==> src/rtl/bsg_fsb_multi_channel_node.sv <==
// rtl/bsg_fsb_multi_channel_node.sv - FSB ring node multiplexing client channels onto one ring port
// Inbound packets are steered to per-channel FIFOs by tag; outbound sends are credit-gated round-robin.
module bsg_fsb_multi_channel_node #(
  parameter int ring_width_p   = 80,
  parameter int num_channels_p = 4,
  parameter int fifo_els_p     = 4,
  parameter int credits_p      = 8,
  parameter int dest_id_p      = 0,
  localparam int tag_w     = (num_channels_p > 1) ? $clog2(num_channels_p) : 1,
  localparam int payload_w = ring_width_p - 5 - tag_w
) (
  input  logic                                  clk_i,
  input  logic                                  reset_i,
  input  logic                                  v_i,
  input  logic [ring_width_p-1:0]               data_i,
  output logic                                  ready_o,
  output logic                                  v_o,
  output logic [ring_width_p-1:0]               data_o,
  input  logic                                  yumi_i,
  output logic [num_channels_p-1:0]             ch_v_o,
  output logic [num_channels_p*payload_w-1:0]   ch_data_o,
  input  logic [num_channels_p-1:0]             ch_yumi_i,
  input  logic [num_channels_p-1:0]             ch_v_i,
  input  logic [num_channels_p*payload_w-1:0]   ch_data_i,
  output logic [num_channels_p-1:0]             ch_ready_o,
  output logic [7:0]                            drop_cnt_o,
  output logic                                  err_o
);

  localparam int cred_w = $clog2(credits_p + 1);
  localparam int ptr_w  = $clog2(fifo_els_p);
  localparam int cnt_w  = $clog2(fifo_els_p + 1);

  logic [tag_w-1:0]          in_tag, in_idx;
  logic                      in_cmd, tag_ok;
  logic [payload_w-1:0]      in_payload;
  logic                      unused_destid;
  logic [num_channels_p-1:0] full, enq, ret, send;

  logic [payload_w-1:0] mem    [num_channels_p][fifo_els_p];
  logic [ptr_w-1:0]     rd_ptr [num_channels_p];
  logic [ptr_w-1:0]     wr_ptr [num_channels_p];
  logic [cnt_w-1:0]     count  [num_channels_p];
  logic [cred_w-1:0]    credit [num_channels_p];
  logic [tag_w-1:0]     rr_ptr, grant;
  logic                 grant_v, out_free;

  function automatic logic [ptr_w-1:0] next_ptr(input logic [ptr_w-1:0] p);
    return (p == ptr_w'(fifo_els_p - 1)) ? '0 : p + ptr_w'(1);
  endfunction

  assign in_tag        = data_i[ring_width_p-6 -: tag_w];
  assign in_cmd        = data_i[ring_width_p-5];
  assign in_payload    = data_i[payload_w-1:0];
  assign unused_destid = ^data_i[ring_width_p-1 -: 4];
  assign tag_ok        = (32'(in_tag) < 32'(num_channels_p));
  // Out-of-range tags are folded to 0 so array indexing stays in bounds; tag_ok gates their effect.
  assign in_idx        = tag_ok ? in_tag : '0;
  assign out_free      = !v_o || yumi_i;

  always_comb begin
    for (int c = 0; c < num_channels_p; c++) begin
      full[c]                              = (count[c] == cnt_w'(fifo_els_p));
      ch_v_o[c]                            = (count[c] != '0);
      ch_data_o[c*payload_w +: payload_w]  = mem[c][rd_ptr[c]];
    end
  end

  // A full FIFO can still take a packet when its head is being dequeued this cycle.
  always_comb begin
    ready_o = 1'b1;
    if (tag_ok && !in_cmd)
      ready_o = !full[in_idx] || ch_yumi_i[in_idx];
  end

  always_comb begin
    logic [tag_w:0]   sum;
    logic [tag_w-1:0] idx;
    sum        = '0;
    idx        = '0;
    grant      = '0;
    grant_v    = 1'b0;
    ch_ready_o = '0;
    for (int i = 0; i < num_channels_p; i++) begin
      sum = {1'b0, rr_ptr} + (tag_w+1)'(i);
      if (sum >= (tag_w+1)'(num_channels_p))
        sum = sum - (tag_w+1)'(num_channels_p);
      idx = sum[tag_w-1:0];
      if (out_free && !grant_v && ch_v_i[idx] && credit[idx] != '0) begin
        grant_v = 1'b1;
        grant   = idx;
      end
    end
    if (grant_v)
      ch_ready_o[grant] = 1'b1;
  end

  always_comb begin
    for (int c = 0; c < num_channels_p; c++) begin
      enq[c]  = v_i && ready_o && tag_ok && !in_cmd && (in_idx == tag_w'(c));
      ret[c]  = v_i && tag_ok && in_cmd && (in_idx == tag_w'(c));
      send[c] = ch_v_i[c] && ch_ready_o[c];
    end
  end

  always_ff @(posedge clk_i) begin
    for (int c = 0; c < num_channels_p; c++)
      if (enq[c])
        mem[c][wr_ptr[c]] <= in_payload;
  end

  always_ff @(posedge clk_i or posedge reset_i) begin
    if (reset_i) begin
      for (int c = 0; c < num_channels_p; c++) begin
        rd_ptr[c] <= '0;
        wr_ptr[c] <= '0;
        count[c]  <= '0;
        credit[c] <= cred_w'(credits_p);
      end
      rr_ptr     <= '0;
      v_o        <= 1'b0;
      data_o     <= '0;
      drop_cnt_o <= '0;
      err_o      <= 1'b0;
    end else begin
      for (int c = 0; c < num_channels_p; c++) begin
        if (enq[c])
          wr_ptr[c] <= next_ptr(wr_ptr[c]);
        if (ch_yumi_i[c])
          rd_ptr[c] <= next_ptr(rd_ptr[c]);
        count[c] <= count[c] + cnt_w'(enq[c]) - cnt_w'(ch_yumi_i[c]);
        // A return and a send on the same channel cancel out.
        if (ret[c] && !send[c]) begin
          if (credit[c] == cred_w'(credits_p))
            err_o <= 1'b1;
          else
            credit[c] <= credit[c] + cred_w'(1);
        end else if (send[c] && !ret[c]) begin
          credit[c] <= credit[c] - cred_w'(1);
        end
      end
      if (v_i && !tag_ok && drop_cnt_o != 8'hff)
        drop_cnt_o <= drop_cnt_o + 8'd1;
      if (grant_v) begin
        v_o    <= 1'b1;
        data_o <= {4'(dest_id_p), 1'b0, grant, ch_data_i[grant*payload_w +: payload_w]};
        rr_ptr <= (grant == tag_w'(num_channels_p - 1)) ? '0 : grant + tag_w'(1);
      end else if (yumi_i) begin
        v_o <= 1'b0;
      end
    end
  end

  assert property (@(posedge clk_i) disable iff (reset_i) !(yumi_i && !v_o));
  assert property (@(posedge clk_i) disable iff (reset_i) (ch_yumi_i & ~ch_v_o) == '0);

endmodule

==> config.mk <==
export PLATFORM = sky130hd
export DESIGN_NAME = bsg_fsb_multi_channel_node
export DESIGN_NICKNAME = d
export VERILOG_FILES = /design/src/rtl/bsg_fsb_multi_channel_node.sv
export SDC_FILE = /design/constraint.sdc
export NUM_CORES = 1
export LEC_CHECK = 0
export ABC_CLOCK_PERIOD_IN_PS = 6000
export CAP_MARGIN = 30
export CORE_MARGIN = 1.5
export CORE_UTILIZATION = 57
export DETAILED_ROUTE_END_ITERATION = 10
export PLACE_DENSITY = 0.95
export REMOVE_ABC_BUFFERS = 1
export SETUP_SLACK_MARGIN = 0.1
export SYNTH_ARGS = -nofsm -noshare
export SYNTH_HDL_FRONTEND = slang
export SYNTH_SLANG_ARGS = --single-unit
==> constraint.sdc <==
create_clock -name clk_i -period 6 [get_ports clk_i]
set_input_delay 1.2 -clock clk_i [delete_from_list [all_inputs] [get_ports clk_i]]
set_output_delay 1.2 -clock clk_i [all_outputs]
set_load 0.02 [all_outputs]
======== After elaboration in Yosys (flattened, before gate mapping) ========
Memories as Yosys holds them, arrays and structs flattened.
Index checks and enable logic that the tools add are counted.
word-level totals
  register bits ........................... 123
  memory bits (writable) .................. 1168
  input bits .............................. 384
  output and inout port bits .............. 391
  word-level logic and storage cells ...... 302
  memories kept ........................... 1
operators by class
  add/subtract/negate cells ............... 32
  $mul .................................... 1
  $lt $le $gt $ge ......................... 27
  equality and inequality tests ........... 24
  shift operators ......................... 1
  multiplexer cells ....................... 108
  bitwise gates (word level) .............. 12
  reductions and logical operators ........ 76
memory list
  memory  depth  width  rd ports  clocked after memory_dff  write ports  RTL line  text
  mem     4      292    4         0                         1            40        logic [payload_w-1:0] mem [num_channels_p][fifo_els_p];
operators by type and width
  operator             number
  $mux 292             10
  $mux 73              12
  $reduce_or 292->1    3
  $bmux 73 s2          4
  $demux 73 s2         4
  $shiftx 292x10->73   1
  $mux 4               21
  $ge 3x3->1 const B   15
  $mux 2               20
  $logic_and 1x1->1    39
  $not 2->3            12
  $bmux 4 s2           4
  $mux 1               26
  $eq 2x2->1 const B   11
  $add 2x1->2 const B  9
  $lt 2x3->1 const B   6
  $add 4x1->4 const B  4
  $eq 4x4->1 const B   4
  $reduce_bool 4->1    4
  $sub 4x1->4 const B  4
  $logic_not 1->1      14
  $add 3x1->3          4
  $bmux 1 s2           6
  $eq 3x3->1 const B   4
  16 further kinds     40

======== Depth between registers and ports, before layout ========
Gate-level depths: netlist (run 1).
  depth after elaboration ................. 39
  mapped depth ............................ 19
  depth with buffers taken out ............ 16

======== Least setup slack after synthesis (run 1) ========
OpenSTA, ideal clock, no wires.
  kind .................................... input to register
  from .................................... in ch_v_i[2]
  to ...................................... reg credit[3] (netlist name)
  library setup time ...................... 96 ps
  arrival time ............................ 4527 ps
  required time ........................... 5904 ps
  path slack .............................. 1377 ps
  cell stages on the path ................. 16
  buffers on the path ..................... 2
  cell sequence ........................... mux2i_1 -> a311o_1 -> a221oi_4 -> a211oi_1 -> a211oi_2 -> buf_2 -> buf_2 -> inv_1 -> ha_1 -> a31oi_1 -> inv_1 -> ha_1 -> a21o_1 -> a21oi_1 -> nor4b_1 -> nor4_1
between the ends
  word-level cells in the longest chain between the ends .. 30
  elaborated cells between the ends (all ways) .. 44
  classes of those cells .................. order compare: 2; eq/ne: 1; mux: 20; reduce/logical: 21
RTL lines
  element                                                           RTL line  text
  start, declared                                                   23        input logic [num_channels_p-1:0] ch_v_i,
  $bmux 1 s2                                                        89        if (out_free && !grant_v && ch_v_i[idx] && credit[idx] != '0) begin
  $mux 1 (not written as such)                                      89
  $logic_and 1x1->1 (2 in a row)                                    89
  $mux 1                                                            89
  $logic_not 1->1                                                   89
  $logic_and 1x1->1 (3 in a row)                                    89
  $mux 1                                                            89
  $logic_not 1->1                                                   89
  [... 9 more ...]                                                  -
  via grant[1]                                                      45        logic [tag_w-1:0] rr_ptr, grant;
  [... 2 more ...]                                                  -
  $mux 1 (not written as such)                                      95        ch_ready_o[grant] = 1'b1;
  $demux 1 s2 (*)                                                   95
  $mux 4 (*)                                                        94        if (grant_v)
  $logic_and 1x1->1 (*)                                             102       send[c] = ch_v_i[c] && ch_ready_o[c];
  $logic_not 1->1                                                   133       if (ret[c] && !send[c]) begin
  $logic_and 1x1->1                                                 133
  $ne 2x2->1 (no source line) or $reduce_bool 2->1 (tied branches)  -
  $reduce_and 2->1 (no source line)                                 -
  end signal, assigned by index                                     118       credit[c] <= cred_w'(credits_p);
  end signal, assigned by index                                     137       credit[c] <= credit[c] + cred_w'(1);
  end signal, assigned by index                                     139       credit[c] <= credit[c] - cred_w'(1);
  end, declared                                                     44        logic [cred_w-1:0] credit [num_channels_p];
The timed path passes the listed nets; every way through them passes the cells marked *. The select of a mux whose other input is x is not followed.
A chain may end at the register's enable or synchronous reset.

======== Worst setup path in the final report (run 1) ========
  from .................................... in ch_v_i[0]
  to ...................................... out ch_ready_o[3]
between the ends
  word-level cells in the longest chain between the ends .. 25
  elaborated cells between the ends (all ways) .. 36
  classes of those cells .................. order compare: 2; mux: 19; reduce/logical: 15
RTL lines
  element                                                         RTL line  text
  $bmux 1 s2                                                      89
  $mux 1 (not written as such)                                    89
  $logic_and 1x1->1 (2 in a row)                                  89
  $mux 1                                                          89
  $logic_not 1->1                                                 89
  $logic_and 1x1->1 (3 in a row)                                  89
  $mux 1                                                          89
  $logic_not 1->1                                                 89
  [... 5 more ...]                                                -
  $logic_and 1x1->1 (3 in a row)                                  89
  $mux 2 (*)                                                      89
  via grant[1]                                                    45
  $lt 2x3->1 (not written as such) or $ge 2x1->1 (tied branches)  95
  $logic_and 1x1->1 (not written as such)                         95
  $mux 1 (not written as such)                                    95
  $demux 1 s2 (*)                                                 95
  $mux 4 (*)                                                      94
  end, declared                                                   25        output logic [num_channels_p-1:0] ch_ready_o,
Marks and branches as above.

==> flow_summary.toml, run 1 <==
[sta]
fin_setup_tns_ps = 0
setup_violations = 0
max_freq_mhz = 174.5
worst_clock_skew_ps = 53.93
finalHoldViolations = 0
tightest_slew_ps = 1117
slew_violations = 0
slew_headroom_pct = 25.54
fin_crit_ps = 5730
fin_crit_sh_pct = 95.50
rsz0062_at_grt = "no"

[power_and_ir_drop]
p_leak_nw = 20.93
p_total_w = 0.03275
ir_worst_vdd_uv = 1170
powerDensity_nw_per_um2 = 514.8

[global_routing]
grt_max_degree = 209
overflow = 0
antenna_found_initial = 30
grt_pass1_wl_um = 238900
grt_usage_pct = 38.69
grt_pass1_vias = 30010

[routing]
drc = 0
ant_nets = 0
via_per_inst = 6.722
vias = 30120
first_pass_iters = 8
drt-initial-drc-count = 4491
wl_per_cell_um = 38.83
routed_wl_um = 174000

[job]
drv_cap = 0

[yosys]
postSynthAreaPerCell_sq_um = 20.90
syn_inst = 2408
ys_ff_latch = 1291
synthDistinctLibCells = 59
synth_compound_area_share_pct = 2.315
synth_edf_count = 1168
synthAdderAreaFrac_pct = 1.313
yosys.area_share.xor_xnor_pct = 0.2437
yosysSeqAreaShare_pct = 75.83
ys.flop_type = "edfxtp_1"
syn-cell-area_sq_um = 50320
yosys_warnings = 0
synth_top_family_by_area = "multiplexers"
synth_mux_area_share_pct = 15.00
synthSimpleGateAreaFrac_pct = 3.585
async_flop_share_pct = 9.527

[finish]
layout-drive-gt1-share_pct = 17.89
stdcell_count = 4481
final_util_pct = 72.98
layout_common_cells = "edfxtp_1, clkdlybuf4s50_1, mux4_2"
syn2layout_area_growth_pct = 26.41
fin_nets = 3628
n_fill_cell = 4872
layout.cells.most_common = "edfxtp_1"

[setup_path]
crit-reg2reg-launch = "credit[0]"
crit_required_ps = 4800
worstReg2RegEnd = "credit[11]"
r2r_slack_ps = 1510
cp_max_fo = 7
cp-start-kind = "input pin"
rr_worst_depth = 17
arrival_ps = 4530
crit_type = "in2out"
end_kind = "output port"

[clocking]
htreeDepth = 3
cts-root-buf = "clkbuf_16"
clkSlewWorstSetupHoldPaths_ps = 70
tritoncts.num_buffers = 121
cts.path.max_buffers = 3
cts_tree = "built"
clock-sinks = 1291
clock_latency_ps = 730

[floorplan]
die_w_um = 300.1
die-area_sq_um = 90070
start_util_pct = 57.73
die_h_um = 300.1
rows = 108
coreArea_sq_um = 87160
io_pins = 775

[worst_hold_path]
whs_path_depth = 2
min_to = "data_o[73]"
holdCritStartpoint = "data_o[73]"
hold_class = "reg2reg"

[placement]
place_congestion = 0.9720
place_hpwl_um = 107700
io_buffers = 757
placedCellCount = 4225

[run_status]
status = "finished clean"
## where the power goes
| group | switching [W] | total (W) | internal [W] | leakage (nW) |
|---|---|---|---|---|
| sequential | 0.00108 | 0.0116 | 0.0105 | 12.0 |
| combinational | 0.00749 | 0.0131 | 0.00563 | 6.95 |
| clock | 0.00351 | 0.00804 | 0.00453 | 2.00 |
| total | 0.0121 | 0.0327 | 0.0207 | 20.9 |
## registers in the layout (all words and copies together), names as in the netlist
name / cells
count: 12
credit: 16
data_o: 75
err_o: 1
mem: 1168
rd_ptr: 8
rr_ptr: 2
v_o: 1
wr_ptr: 8
## kinds of logic (layout without fill, tap and decap cells)
kind of cell / count (synthesis) / count (layout)
AOI/OAI and AO/OA: 141 / 141
xor gates and xnor gates: 14 / 14
adders and majority gates: 48 / 48
buffers and inverters: 194 / 1077
DFF: 1291 / 1291
muxes: 384 / 384
other: 1 / 36
and+or+nand+nor: 335 / 335
## synth_stat cells, types with 2 or more instances
cell type | instances | share of area, %
nand2_1 | 98 | 0.73
a221oi_1 | 2 | 0.035
o31ai_1 | 2 | 0.030
and4_1 | 2 | 0.035
o2111ai_1 | 72 | 1.3
dfstp_2 | 4 | 0.21
nor3_1 | 11 | 0.11
fa_1 | 8 | 0.32
a211oi_1 | 5 | 0.075
or2_2 | 3 | 0.037
buf_4 | 18 | 0.27
nor4_1 | 4 | 0.050
nor2b_1 | 2 | 0.025
ha_1 | 40 | 0.99
xnor2_1 | 13 | 0.23
a21oi_1 | 10 | 0.099
and2_1 | 21 | 0.26
o41ai_2 | 3 | 0.097
buf_2 | 39 | 0.39
nor2_1 | 23 | 0.17
nor4b_1 | 5 | 0.087
inv_1 | 37 | 0.28
clkbuf_1 | 63 | 0.47
a31oi_1 | 5 | 0.062
nand3_1 | 4 | 0.040
buf_6 | 2 | 0.045
mux2i_1 | 78 | 1.6
dfrtp_1 | 119 | 5.9
edfxtp_1 | 1168 | 70
nand2b_1 | 2 | 0.025
buf_1 | 34 | 0.25
o2bb2ai_1 | 6 | 0.10
mux4_2 | 295 | 13
mux2_2 | 11 | 0.25
or3_1 | 5 | 0.062
a211oi_2 | 3 | 0.075
o21a_1 | 2 | 0.030
a21o_1 | 7 | 0.10
nand4_1 | 148 | 1.8
or2_1 | 2 | 0.025
o21ai_0 | 14 | 0.14
## how the worst max path moves through the flow
stage / from / slack, ps / end / cells after the start
global route: ch_v_i[0] / 110 / ch_ready_o[3] / 10
global placement: ch_v_i[0] / 240 / ch_ready_o[3] / 10
CTS: ch_v_i[0] / 210 / ch_ready_o[3] / 10
finish: ch_v_i[0] / 270 / ch_ready_o[3] / 10
floorplan: ch_v_i[2] / -5170 / credit[11] / 15
detailed placement: ch_v_i[0] / 240 / ch_ready_o[3] / 10
## stage by stage
step,setup WS [ps],hold slack (ps),cell area [sq um]
2_1_floorplan,-5169,515.4,49650
3_3_place_gp,241.1,463.3,59360
3_5_place_dp,238.4,473.7,59390
4_1_cts,205.1,493.4,63510
5_1_grt,109.0,505.0,63600
6_report,270.1,494.3,63610
## timing repair
item,CTS,global route
endpoints found under the setup margin,0,4
hold buffers,0,0
buffers inserted,0,2
gates resized for setup,0,1
## cell type report
class                           count  area (sq um)  share of cell area (%)
Antenna cell                       23         57.56                 0.09048
Clock buffer                      144          3177                   4.994
Clock inverter                     86         944.7                   1.485
Inverter                           38         150.1                  0.2360
Multi-Input combinational cell    935         11420                   17.96
Sequential cell                  1291         38190                   60.03
Tap cell                         1155          1445                   2.272
Timing Repair Buffer              809          8223                   12.93
## routing by layer
metal | vias up | part of all wire [%] | global-route usage, % | wire (um)
met4 | 16 | 6.2 | 19.64 | 10780
met2 | 2629 | 49 | 62.84 | 85230
met1 | 15350 | 33 | 47.78 | 56710
li1 | 11650 | - | - | -
met5 | - | 0.057 | 0 | 100
met3 | 484 | 12 | 11.21 | 21160
## worst max-delay path, stage by stage
cell and delay [ps]:
clkdlybuf4s50_1 590, mux2i_1 110, a311o_1 390, a221oi_4 430, a211oi_1 200, a211oi_4 460
inv_1 130, ha_1 280, and2_1 180, clkdlybuf4s50_1 550
(Power assumes the default switching activity.)
==> run 2: changes to the inputs <==
SLEW_MARGIN = 20   (was not set)
==> flow_summary.toml, run 2 (synthesis gave the netlist of run 1 again) <==
[sta]
rsz0062_at_grt = "no"
max_freq_mhz = 174.0
tightest_slew_ps = 1075
whs_ps = 499.9
fin_crit_sh_pct = 95.80
fin_crit_ps = 5748
layout_setup_ws_ps = 252.1
slew_headroom_pct = 28.31
worst_clock_skew_ps = 116.9
slew_violations = 0
setup_violations = 0
finalHoldViolations = 0
fin_setup_tns_ps = 0

[routing]
drt-initial-drc-count = 4475
routed_wl_um = 173200
ant_nets = 0
first_pass_iters = 7
drc = 0
vias = 30080
via_per_inst = 6.722
wl_per_cell_um = 38.71

[finish]
fin_area_sq_um = 63550
largest_reg_flops = 1168
syn2layout_area_growth_pct = 26.28
stdcell_count = 4475
layout.cells.most_common = "edfxtp_1"
layout-drive-gt1-share_pct = 17.38
fin_nets = 3628
layout_common_cells = "edfxtp_1, clkdlybuf4s50_1, mux4_2"

[power_and_ir_drop]
powerDensity_nw_per_um2 = 514.4
p_leak_nw = 20.87
ir_worst_vdd_uv = 1455

[setup_path]
cp_num_cells = 11
crit_required_ps = 4800
crit_top_cell = "clkdlybuf4s50_1"
worst_path_max_delay_cell = "clkdlybuf4s50_1"
cp-start-kind = "input pin"
end_kind = "output port"
crit_type = "in2out"
cp_max_fo = 9
cp_cell_sequence = "clkdlybuf4s50_1, mux2i_1, a311o_1, a221oi_4, a22o_1, a22oi_2, buf_4, inv_6, ha_1, and2_1, clkdlybuf4s50_1"
rr_worst_depth = 17
critical_path.top_delay_family = "buffers and inverters"
arrival_ps = 4550
cp_num_buf_inv = 4
slowest_delay_ps = 620

[global_routing]
grt_max_degree = 209
grt_usage_pct = 38.54
antenna_found_initial = 31
overflow = 0
grt_pass1_vias = 29910
grt_pass1_wl_um = 238200

[worst_hold_path]
hold_class = "reg2reg"
whs_path_depth = 2

[floorplan]
die_h_um = 300.1
io_pins = 775
coreArea_sq_um = 87160
die_w_um = 300.1
start_util_pct = 57.73
die-area_sq_um = 90070
rows = 108

[placement]
io_buffers = 757
place_congestion = 0.9720
placedCellCount = 4225
placed_area_sq_um = 59390
place_hpwl_um = 107500
dpl_worst_slack_ps = 239.5

[clocking]
cts_hold_buffers = 0
clkSlewWorstSetupHoldPaths_ps = 70
htreeDepth = 3
cts-root-buf = "clkbuf_16"
clock_latency_ps = 740
clock-sinks = 1291
tritoncts.num_buffers = 120
cts.path.max_buffers = 3
cts_tree = "built"

[run_status]
status = "finished clean"

[job]
drv_cap = 0
[run 2: changes by cell type in the layout (fill, tap and decap cells not counted), sizes merged]
cell and delta:
clkinv -10, clkbuf +6, inv -2, buf +1, clkinvlp -1
[run 2: what timing repair did]
| action | in CTS | in global routing |
|---|---|---|
| endpoints found under the setup margin | 0 | 4 |
| gates resized for setup | 0 | 0 |
| setup buffers | 0 | 3 |
[run 2: cell type report]
cell class / instances / area, sq um
flip-flops and latches: 1291 / 38190
multi-input cells: 935 / 11420
clock buffers: 150 / 3126
well taps: 1155 / 1445
inverters: 38 / 150.1
fillers: 4826 / 23610
diodes: 23 / 57.56
repair buffers: 810 / 8230
clock inverters: 73 / 932.1
[run 2: power breakdown]
group | total [W] | leakage, nW | switching [W] | internal [W]
Clock | 0.00796 | 1.94 | 0.00351 | 0.00445
Sequential | 0.0116 | 12.0 | 0.00107 | 0.0105
Combinational | 0.0132 | 6.96 | 0.00751 | 0.00564
[run 2: tightest hold or removal path: stages, from the launching register on]
cell	delay [ps]
dfrtp_1	350
nand2_1	60
nand2_1	60
[run 2: final timing paths]
kind	start	endpoint	slack, ps
min in group asynchronous	reset_i	data_o[22]	830
setup / recovery	ch_v_i[0]	ch_ready_o[3]	250
hold reg to reg	data_o[73]	data_o[73]	500
hold / removal	data_o[73]	data_o[73]	500
max in group asynchronous	reset_i	data_o[71]	3850
setup reg to reg	credit[0]	credit[11]	1580
[run 2: layer usage]
layer  GRT usage (%)  share of wire (%)  vias to the layer above
li1                -                  -                    11650
met1           48.59                 33                    15420
met2           62.34                 49                     2534
met3           10.11                 12                      465
met4           19.67                6.1                       16
met5               0              0.063                        -
[run 2: metrics by stage]
step | total power, W | utilization [%]
after global routing | 0.03344 | 72.90
final | 0.03269 | 72.91
after detailed placement | 0.02438 | 68.14
after floorplan | 0.01847 | -
after global placement | 0.02393 | 68.10
after CTS | 0.03245 | 72.79
